<file path="src/rtl/gullfaxi_arbiter.sv">
// gullfaxi_arbiter
//   Round-robin arbiter that lets NREQ Gullfaxi requesters share one output
//   link. A requester raises in_req, receives a one-cycle in_grant pulse, and
//   must then start its packet within TIMEOUT cycles. The owner's beats are
//   forwarded to out_* with one cycle of registered latency. Protocol
//   violations (start timeout, end/length disagreement) raise a one-cycle err
//   pulse and return the arbiter to IDLE.
//
// Ports
//   clk        in   clock, rising edge
//   reset      in   asynchronous, active-low reset
//   in_req     in   [NREQ]    request per requester
//   in_grant   out  [NREQ]    one-cycle grant pulse, at most one bit set
//   in_start   in   [NREQ]    first beat marker per requester
//   in_end     in   [NREQ]    last beat marker per requester
//   in_length  in   [NREQ*6]  packet length, 6 bits per requester
//   in_data    in   [NREQ*8]  beat data, 8 bits per requester
//   out_valid  out  forwarded beat present
//   out_start  out  forwarded first-beat marker
//   out_end    out  forwarded last-beat marker
//   out_data   out  [8] forwarded beat data
//   out_length out  [6] length of the packet in flight
//   owner      out  [2] current or most recently granted requester
//   busy       out  high in every state except IDLE
//   err        out  one-cycle protocol violation pulse
module gullfaxi_arbiter #(
  parameter int NREQ    = 3,
  parameter int TIMEOUT = 8
) (
  input  logic              clk,
  input  logic              reset,
  input  logic [NREQ-1:0]   in_req,
  output logic [NREQ-1:0]   in_grant,
  input  logic [NREQ-1:0]   in_start,
  input  logic [NREQ-1:0]   in_end,
  input  logic [NREQ*6-1:0] in_length,
  input  logic [NREQ*8-1:0] in_data,
  output logic              out_valid,
  output logic              out_start,
  output logic              out_end,
  output logic [7:0]        out_data,
  output logic [5:0]        out_length,
  output logic [1:0]        owner,
  output logic              busy,
  output logic              err
);

  localparam int TW = $clog2(TIMEOUT + 1);

  typedef enum logic [1:0] {IDLE, GRANT, WAIT_START, BUSY} state_t;

  state_t          state, state_nx;
  logic [1:0]      owner_nx, last_owner, last_owner_nx;
  logic [TW-1:0]   tcnt, tcnt_nx;
  logic [5:0]      beat_cnt, beat_cnt_nx;
  logic [6:0]      beat_now;
  logic            sel_start, sel_end;
  logic [5:0]      sel_len;
  logic [7:0]      sel_data;
  logic            hi_found, lo_found;
  logic [1:0]      hi_idx, lo_idx, winner;
  logic            fwd, viol;

  // Only the owner's side-band and data are ever looked at.
  always_comb begin
    sel_start = 1'b0;
    sel_end   = 1'b0;
    sel_len   = '0;
    sel_data  = '0;
    for (int i = 0; i < NREQ; i++) begin
      if (int'(owner) == i) begin
        sel_start = in_start[i];
        sel_end   = in_end[i];
        sel_len   = in_length[6*i +: 6];
        sel_data  = in_data[8*i +: 8];
      end
    end
  end

  // Round-robin: prefer the lowest requester above last_owner, otherwise
  // wrap around to the lowest requester overall.
  always_comb begin
    hi_found = 1'b0;
    lo_found = 1'b0;
    hi_idx   = '0;
    lo_idx   = '0;
    for (int i = 0; i < NREQ; i++) begin
      if (in_req[i] && !lo_found) begin
        lo_found = 1'b1;
        lo_idx   = 2'(i);
      end
      if (in_req[i] && !hi_found && (i > int'(last_owner))) begin
        hi_found = 1'b1;
        hi_idx   = 2'(i);
      end
    end
    winner = hi_found ? hi_idx : lo_idx;
  end

  // Next-state logic
  always_comb begin
    state_nx      = state;
    owner_nx      = owner;
    last_owner_nx = last_owner;
    tcnt_nx       = tcnt;
    beat_cnt_nx   = beat_cnt;
    fwd           = 1'b0;
    viol          = 1'b0;
    // Beat number of the beat being presented this cycle while in BUSY.
    beat_now      = {1'b0, beat_cnt} + 7'd1;
    case (state)
      IDLE: begin
        if (|in_req) begin
          state_nx      = GRANT;
          owner_nx      = winner;
          last_owner_nx = winner;
        end
      end
      GRANT: begin
        state_nx = WAIT_START;
        tcnt_nx  = '0;
      end
      WAIT_START: begin
        tcnt_nx = tcnt + 1'b1;
        if (sel_start) begin
          fwd         = 1'b1;
          beat_cnt_nx = 6'd1;
          if (sel_end) begin
            state_nx = IDLE;
            viol     = (sel_len != 6'd1);
          end else begin
            state_nx = BUSY;
          end
        end else if (tcnt == TW'(TIMEOUT - 1)) begin
          // Last allowed cycle for the start beat has passed.
          viol     = 1'b1;
          state_nx = IDLE;
        end
      end
      BUSY: begin
        fwd         = 1'b1;
        beat_cnt_nx = beat_cnt + 1'b1;
        if (sel_end) begin
          state_nx = IDLE;
          viol     = (beat_now != {1'b0, sel_len});
        end else if (beat_now >= {1'b0, sel_len}) begin
          // Declared length used up without an end marker.
          viol     = 1'b1;
          state_nx = IDLE;
        end
      end
      default: state_nx = IDLE;
    endcase
  end

  // State register
  always_ff @(posedge clk or negedge reset) begin
    if (!reset) begin
      state      <= IDLE;
      owner      <= '0;
      last_owner <= 2'(NREQ - 1);
      tcnt       <= '0;
      beat_cnt   <= '0;
    end else begin
      state      <= state_nx;
      owner      <= owner_nx;
      last_owner <= last_owner_nx;
      tcnt       <= tcnt_nx;
      beat_cnt   <= beat_cnt_nx;
    end
  end

  // Moore outputs decoded from the state register
  always_comb begin
    in_grant = '0;
    for (int i = 0; i < NREQ; i++) begin
      if ((state == GRANT) && (int'(owner) == i)) in_grant[i] = 1'b1;
    end
    busy = (state != IDLE);
  end

  // Forwarding stage: owner beat -> out_* one cycle later
  always_ff @(posedge clk or negedge reset) begin
    if (!reset) begin
      out_valid  <= 1'b0;
      out_start  <= 1'b0;
      out_end    <= 1'b0;
      out_data   <= '0;
      out_length <= '0;
      err        <= 1'b0;
    end else begin
      out_valid  <= fwd;
      out_start  <= fwd & sel_start;
      out_end    <= fwd & sel_end;
      out_data   <= fwd ? sel_data : 8'd0;
      out_length <= fwd ? sel_len : 6'd0;
      err        <= viol;
    end
  end

endmodule

</file>
<file path="config.mk">
export PLATFORM = sky130hd
export DESIGN_NAME = gullfaxi_arbiter
export DESIGN_NICKNAME = d
export VERILOG_FILES = /design/src/rtl/gullfaxi_arbiter.sv
export SDC_FILE = /design/constraint.sdc
export NUM_CORES = 1
export LEC_CHECK = 0
export CAP_MARGIN = 20
export CORE_MARGIN = 2
export CORE_UTILIZATION = 48
export CTS_CLUSTER_DIAMETER = 40
export DETAILED_ROUTE_END_ITERATION = 12
export PLACE_DENSITY_LB_ADDON = 0.3
export SLEW_MARGIN = 10
export SYNTH_ARGS = -nofsm -noshare
export SYNTH_HDL_FRONTEND = slang
export SYNTH_SLANG_ARGS = --single-unit
</file>
<file path="constraint.sdc">
create_clock -name clk -period 3.9 [get_ports clk]
set_input_delay 0.585 -clock clk [delete_from_list [all_inputs] [get_ports clk]]
set_output_delay 0.585 -clock clk [all_outputs]
set_load 0.02 [all_outputs]
</file>
==> results_dict.tcl, run 1 <==
set metrics [dict create \
    outcome "completed" \
    finalClockSkew_ps 1.704 \
    cts_hold_buf 0 \
    final_nets 379 \
    drive_gt1_frac 0.06013 \
    wl_per_cell_um 15.11 \
    cts_buffer_depth 2 \
    power_frac_seq 0.281 \
    async_reset_ff_frac 1.000 \
    grt_util_met1 0.2991 \
    grt_pass1_vias 1862 \
    slew_headroom 0.5833 \
    met2_usage 0.3811 \
    die_w_um 70.71 \
    avgSynthCellArea_um2 8.862 \
    pwr-share-comb 0.594 \
    grt_util_met3 0.05698 \
    clk_latency_ps 280 \
    num_vias 2024 \
    path_max_fanout 11 \
    fin_crit_ps 2942 \
    areaGrowthSynthToFinish_pct 41.24 \
    reg2regPathDepth 12 \
    max_freq_mhz 339.9 \
    instances_no_fill 368 \
    fill_cells 364 \
    synth_fp_nets 304 \
    gr-total-overflow 0 \
    ir_worst_vdd_v 0.0004292 \
    yosysWarnings 0 \
    grt_max_degree 34 \
    setup_tns_ps 0 \
    yosysSeqAreaShare 0.3872 \
    power-per-cell-area_mw_per_mm2 681.8 \
    path_class "reg -> reg" \
    gp_congestion 0.8429 \
    arrival_ps 3100 \
    power_mw 2.057 \
    post-route-period-util 0.7543 \
    grt_pass1_wl_um 9059 \
    clock-sinks 33 \
    yosysUniqueCellTypes 50 \
    setup_viol 0 \
    synth_flop_cell "dfrtp_1" \
    rr_endpoint "state[1]$_DFFE_PN0P_" \
    synth.cell_area_mm2 0.002136 \
    drt_wl_total_um 5559 \
    portBuffers 76 \
    critPathLaunch "owner[0]$_DFFE_PN0P_" \
    ys_top_cells_by_area "dfrtp_1 (37%), mux2i_1 (8.4%), nor2_1 (6.2%)" \
    reg2reg_from "owner[0]$_DFFE_PN0P_" \
    antenna_found_initial 0 \
    core-area_mm2 0.004324 \
    rsz0062_at_grt "false" \
    synthCells 241 \
    drv_slew 0 \
    cts_buffers 5 \
    register_area_um2 827.0 \
    synth_common_cells "nor2_1 (35), dfrtp_1 (32), nand2_1 (21)" \
    cp.required_ps 4060 \
    grt_busiest_layer "met2" \
    reg2reg_slack_ps 960 \
    yosysTopAreaCellShare 0.3749 \
    htree_levels 2 \
    drt_iter0_markers 79 \
    drc 0 \
    die_y_um 70.71 \
    synth_edf_count 0 \
    dieArea_mm2 0.004999 \
    switching_share 0.4354 \
    antenna_left 0 \
    antenna_cells 0 \
    cts_resized 0 \
    clockRootBuffer "clkbuf_8" \
    clk_pin_slew_ps 60 \
    yosys.area.top_type "dfrtp_1" \
    firstDrtPassIters 4 \
    internal-power_mw 1.161 \
    rows 24 \
    io_pins 77 \
    hold_class "reg -> reg" \
    dp_hpwl_um 4095 \
    setup.worst_path.end "state[1]$_DFFE_PN0P_" \
    grt_usage 0.2299 \
    cts_tree "yes" \
    p_leak_nw 1.351 \
    post_cts_buffers 0 \
    cp-end-kind "flop" \
    start_kind "flop" \
    tightest_slew_ps 625.0 \
    hold_viol_final 0 \
    multiInputGateArea_mm2 0.001202 \
    dp_cells 361 \
    max_cap_violations 0 \
    ys_ff_latch 33 \
    p_clk_frac 0.125 \
    via_per_inst 5.500 \
    p_switching_mw 0.8954 \
    synth_most_common_cell "nor2_1" \
    initial_core_util 0.4939 \
]
==> stage by stage <==
stage          area (um^2)    util  hold slack [ps]  setup WS, ps
4_1_cts               3017  0.6976            533.5         952.0
3_3_place_gp          2923  0.6759            506.8         873.6
2_1_floorplan         2136       -            289.4          1270
5_1_grt               3017  0.6976            553.4         693.2
6_report              3017  0.6976            528.4         958.1
3_5_place_dp          2930  0.6777            518.6         786.4
==> worst min path at each step <==
stage	from	endpoint	slack, ps	depth (start not counted)
2_1_floorplan	reset	beat_cnt[0]$_DFFE_PN0P_	290	0
3_3_place_gp	beat_cnt[1]$_DFFE_PN0P_	beat_cnt[1]$_DFFE_PN0P_	510	1
3_5_place_dp	beat_cnt[1]$_DFFE_PN0P_	beat_cnt[1]$_DFFE_PN0P_	520	1
4_1_cts	beat_cnt[1]$_DFFE_PN0P_	beat_cnt[1]$_DFFE_PN0P_	530	1
5_1_grt	beat_cnt[1]$_DFFE_PN0P_	beat_cnt[1]$_DFFE_PN0P_	550	1
6_report	beat_cnt[1]$_DFFE_PN0P_	beat_cnt[1]$_DFFE_PN0P_	530	1
==> flip-flops by register name (all words and copies together), names as in the netlist <==
| register | count |
|---|---|
| beat_cnt | 6 |
| err | 1 |
| last_owner | 1 |
| out_data | 8 |
| out_end | 1 |
| out_length | 6 |
| out_start | 1 |
| out_valid | 1 |
| owner | 2 |
| state | 2 |
| tcnt | 4 |
==> per-layer routing <==
metal  share of wire  vias to the layer above
met4           0.010                        0
li1                -                      999
met5               0                        -
met1            0.44                      959
met2            0.50                       60
met3           0.052                        6
==> layout by cell type (no fill, tap or decap), types with 2 or more instances in the layout <==
| master | count |
|---|---|
| a21o_1 | 3 |
| a21oi_1 | 19 |
| a221o_1 | 3 |
| a32o_1 | 3 |
| and3_1 | 2 |
| buf_4 | 5 |
| clkbuf_8 | 6 |
| clkdlybuf4s50_1 | 76 |
| dfrtp_1 | 32 |
| ha_1 | 10 |
| inv_1 | 10 |
| mux2i_1 | 18 |
| nand2_1 | 21 |
| nand2b_1 | 5 |
| nand3_1 | 8 |
| nor2_1 | 35 |
| nor2b_1 | 3 |
| nor3_1 | 5 |
| o21a_1 | 2 |
| o21ai_0 | 13 |
| o21ai_1 | 3 |
| o2bb2ai_1 | 2 |
| or3_1 | 3 |
| xnor2_1 | 2 |
| xor2_1 | 3 |
==> critical path, stage by stage, from the launching register on <==
cell      delay [ps]
dfrtp_1          690
mux2i_1          240
nor2_1            50
a21oi_1          200
inv_1             70
ha_1             290
nand2b_1         100
a21o_1           130
a21oi_1           60
or3_1            410
o211a_1          280
o21ai_1          180
o31ai_1          110
==> logic make-up after synthesis <==
family	synth area share
compound gates	0.1769
xor+xnor	0.02051
fa+ha+maj	0.06327
buf+inv	0.04979
flops	0.3872
mux	0.09490
simple gates	0.2074
==> layout make-up <==
cell class	count	share of cell area
inverter	10	0.01244
timing repair buffer	81	0.2646
clock buffer	7	0.02862
sequential	33	0.2742
tap	52	0.02157
multi-input combinational	185	0.3986
==> power groups by stage <==
stage / Clock [mW] / Combinational [mW] / Sequential [mW]
final: 0.257 / 1.22 / 0.577
after detailed placement: 0 / 1.21 / 0.581
after CTS: 0.264 / 1.23 / 0.577
after global placement: 0 / 1.18 / 0.576
after global routing: 0.283 / 1.34 / 0.596
after floorplan: 0 / 0.781 / 0.614
No activity file was read; power rests on OpenSTA's default activity.
==> inputs of run 2 (changes only) <==
- CORE_UTILIZATION: 48 -> 41
- clock period: 3.9 -> 2.5 ns (I/O delays scaled with it)
==> run 2 against run 1 <==
  * Via count is 2.8% higher
  * Design area increased by 6.0%
  * Sequential cell count unchanged
  * Register-to-register slack lost 920 ps
  * Sequential power grew 46%
  * Sequential share of layout area down 1.5 points
  * Combinational power grew 75%
  * Global-route usage shrank 2.9 points
  * Total power grew 67%
  * Largest cell class unchanged
==> results_dict.tcl, run 2 (same netlist as run 1, synthesis figures left out) <==
set metrics [dict create \
    fin_crit_ps 2457 \
    clk_pin_slew_ps 70 \
    dieArea_mm2 0.005803 \
    finalClockSkew_ps 3.119 \
    drt_iter0_markers 115 \
    fin_ws_ps 42.69 \
    utilization 0.6302 \
    post-route-period-util 0.9829 \
    power-per-cell-area_mw_per_mm2 1074 \
    clock-sinks 33 \
    dr_wl_met3_um 188 \
    tightest_slew_ps 558.3 \
    path_max_fanout 6 \
    max_cap_violations 0 \
    cp-end-kind "flop" \
    dp_hpwl_um 4379 \
    outcome "completed" \
    gr-total-overflow 0 \
    cts_hold_buf 0 \
    route.met2.wl_um 2854 \
    die_y_um 76.18 \
    placed_area_mm2 0.003065 \
    arrival_ps 2630 \
    hold_class "in -> async" \
    final_area_mm2 0.003198 \
    path_buf_inv 2 \
    gp_congestion 0.8430 \
    largestRegisters "out_data: 8 flops, beat_cnt: 6 flops, out_length: 6 flops" \
    rows 26 \
    power_mw 3.435 \
    antenna_found_initial 0 \
    hold_viol_final 0 \
    cts_buffer_depth 2 \
    grt_pass1_wl_um 9315 \
    crit_chain "buf_4 > nor2b_4 > buf_4 > a21oi_1 > ha_1 > a21o_1 > a21oi_1 > or3_1 > o211a_1 > o31a_1" \
    cts_tree "yes" \
    drive_gt1_frac 0.1201 \
    top_register "out_data" \
    via_per_inst 5.164 \
    grt_pass1_vias 1909 \
    pre_cts_ws_ps -273.0 \
    antenna_left 0 \
    cts_buffers 5 \
    rsz0062_at_grt "true" \
    num_vias 2081 \
    cp.required_ps 2680 \
    top_layer_used "met4" \
    start_kind "flop" \
    io_pins 77 \
    max_freq_mhz 407.0 \
    clk_latency_ps 290 \
    initial_core_util 0.4209 \
    ir_worst_vdd_v 0.0005686 \
    slowest_delay_ps 450 \
    grt_max_degree 34 \
    core-area_mm2 0.005075 \
    htree_levels 2 \
    drt_wl_total_um 5683 \
    crit_path_top_delay_cell "dfrtp_2" \
    layout_commonest_cell "clkdlybuf4s50_1" \
    areaGrowthSynthToFinish_pct 49.74 \
    p_leak_nw 1.457 \
    antenna_cells 0 \
    wl_per_cell_um 14.10 \
    die_w_um 76.18 \
    drc 0 \
    clockRootBuffer "clkbuf_8" \
    firstDrtPassIters 4 \
    layout_common_cells "clkdlybuf4s50_1 (75), nor2_1 (35), dfrtp_1 (31)" \
    path_class "reg -> reg" \
    final_nets 395 \
    crit_family "compound AO/OA/AOI/OAI gates" \
    largest_reg_flops 8 \
    slew_headroom 0.6278 \
    drv_slew 0 \
    portBuffers 76 \
    wl_met1_um 2584 \
    grt_usage 0.2014 \
    setup_viol 0 \
]
==> run 2: timing repair <==
| item | 4_1_cts | 5_1_grt |
|---|---|---|
| setup endpoints to repair | 1 | 2 |
| pin swaps | 0 | 3 |
| resized for setup | 2 | 4 |
| buffers inserted | 0 | 1 |
==> run 2: area by class of cell <==
type | count | area, um^2
multi-input cells | 185 | 1219
clock inverters | 1 | 5.005
fillers | 452 | 1877
flip-flops and latches | 33 | 828.3
clock buffers | 7 | 96.34
repair buffers | 97 | 924.6
inverters | 10 | 37.54
well taps | 70 | 87.58
==> run 2: final timing paths <==
check | from | endpoint | slack, ps | cells after the start
setup / recovery | owner[0]$_DFFE_PN0P_ | state[0]$_DFFE_PN0P_ | 40 | 10
hold / removal | reset | tcnt[1]$_DFFE_PN0P_ | 480 | 2
setup reg to reg | owner[0]$_DFFE_PN0P_ | state[0]$_DFFE_PN0P_ | 40 | 10
hold reg to reg | beat_cnt[1]$_DFFE_PN0P_ | beat_cnt[1]$_DFFE_PN0P_ | 530 | 1
max in group asynchronous | reset | last_owner[1]$_DFFE_PN1P_ | 1680 | 2
min in group clk | beat_cnt[1]$_DFFE_PN0P_ | beat_cnt[1]$_DFFE_PN0P_ | 530 | 1
==> run 2: per-stage QoR <==
stage / TNS (ps) / instances / hold WS [ps]
5_1_grt: -98.05 / 403 / 512.0
3_5_place_dp: -558.8 / 394 / 523.8
3_3_place_gp: -477.8 / 394 / 512.9
4_1_cts: 0 / 402 / 503.6
6_report: 0 / 403 / 482.6
2_1_floorplan: -44.65 / 241 / 79.41
==> run 2: metal layers <==
layer | global-route usage | vias up
met5 | 0 | -
met4 | 0.05455 | 0
met3 | 0.04502 | 7
met2 | 0.3420 | 44
met1 | 0.2600 | 1004
li1 | - | 1026
==> run 2: power by group <==
part / switching, mW / internal, mW / total (mW)
sequential: 0.121 / 0.724 / 0.845
combinational: 1.13 / 1.02 / 2.14
clock: 0.197 / 0.249 / 0.446
total: 1.44 / 1.99 / 3.44
==> run 2: worst register-to-register path, delay by kind of cell, from the launching register on <==
| family | cells | cell delay, ps |
|---|---|---|
| compound gates | 5 | 790 |
| fa+ha+maj | 1 | 300 |
| buf+inv | 2 | 310 |
| flops | 1 | 450 |
| simple gates | 2 | 500 |
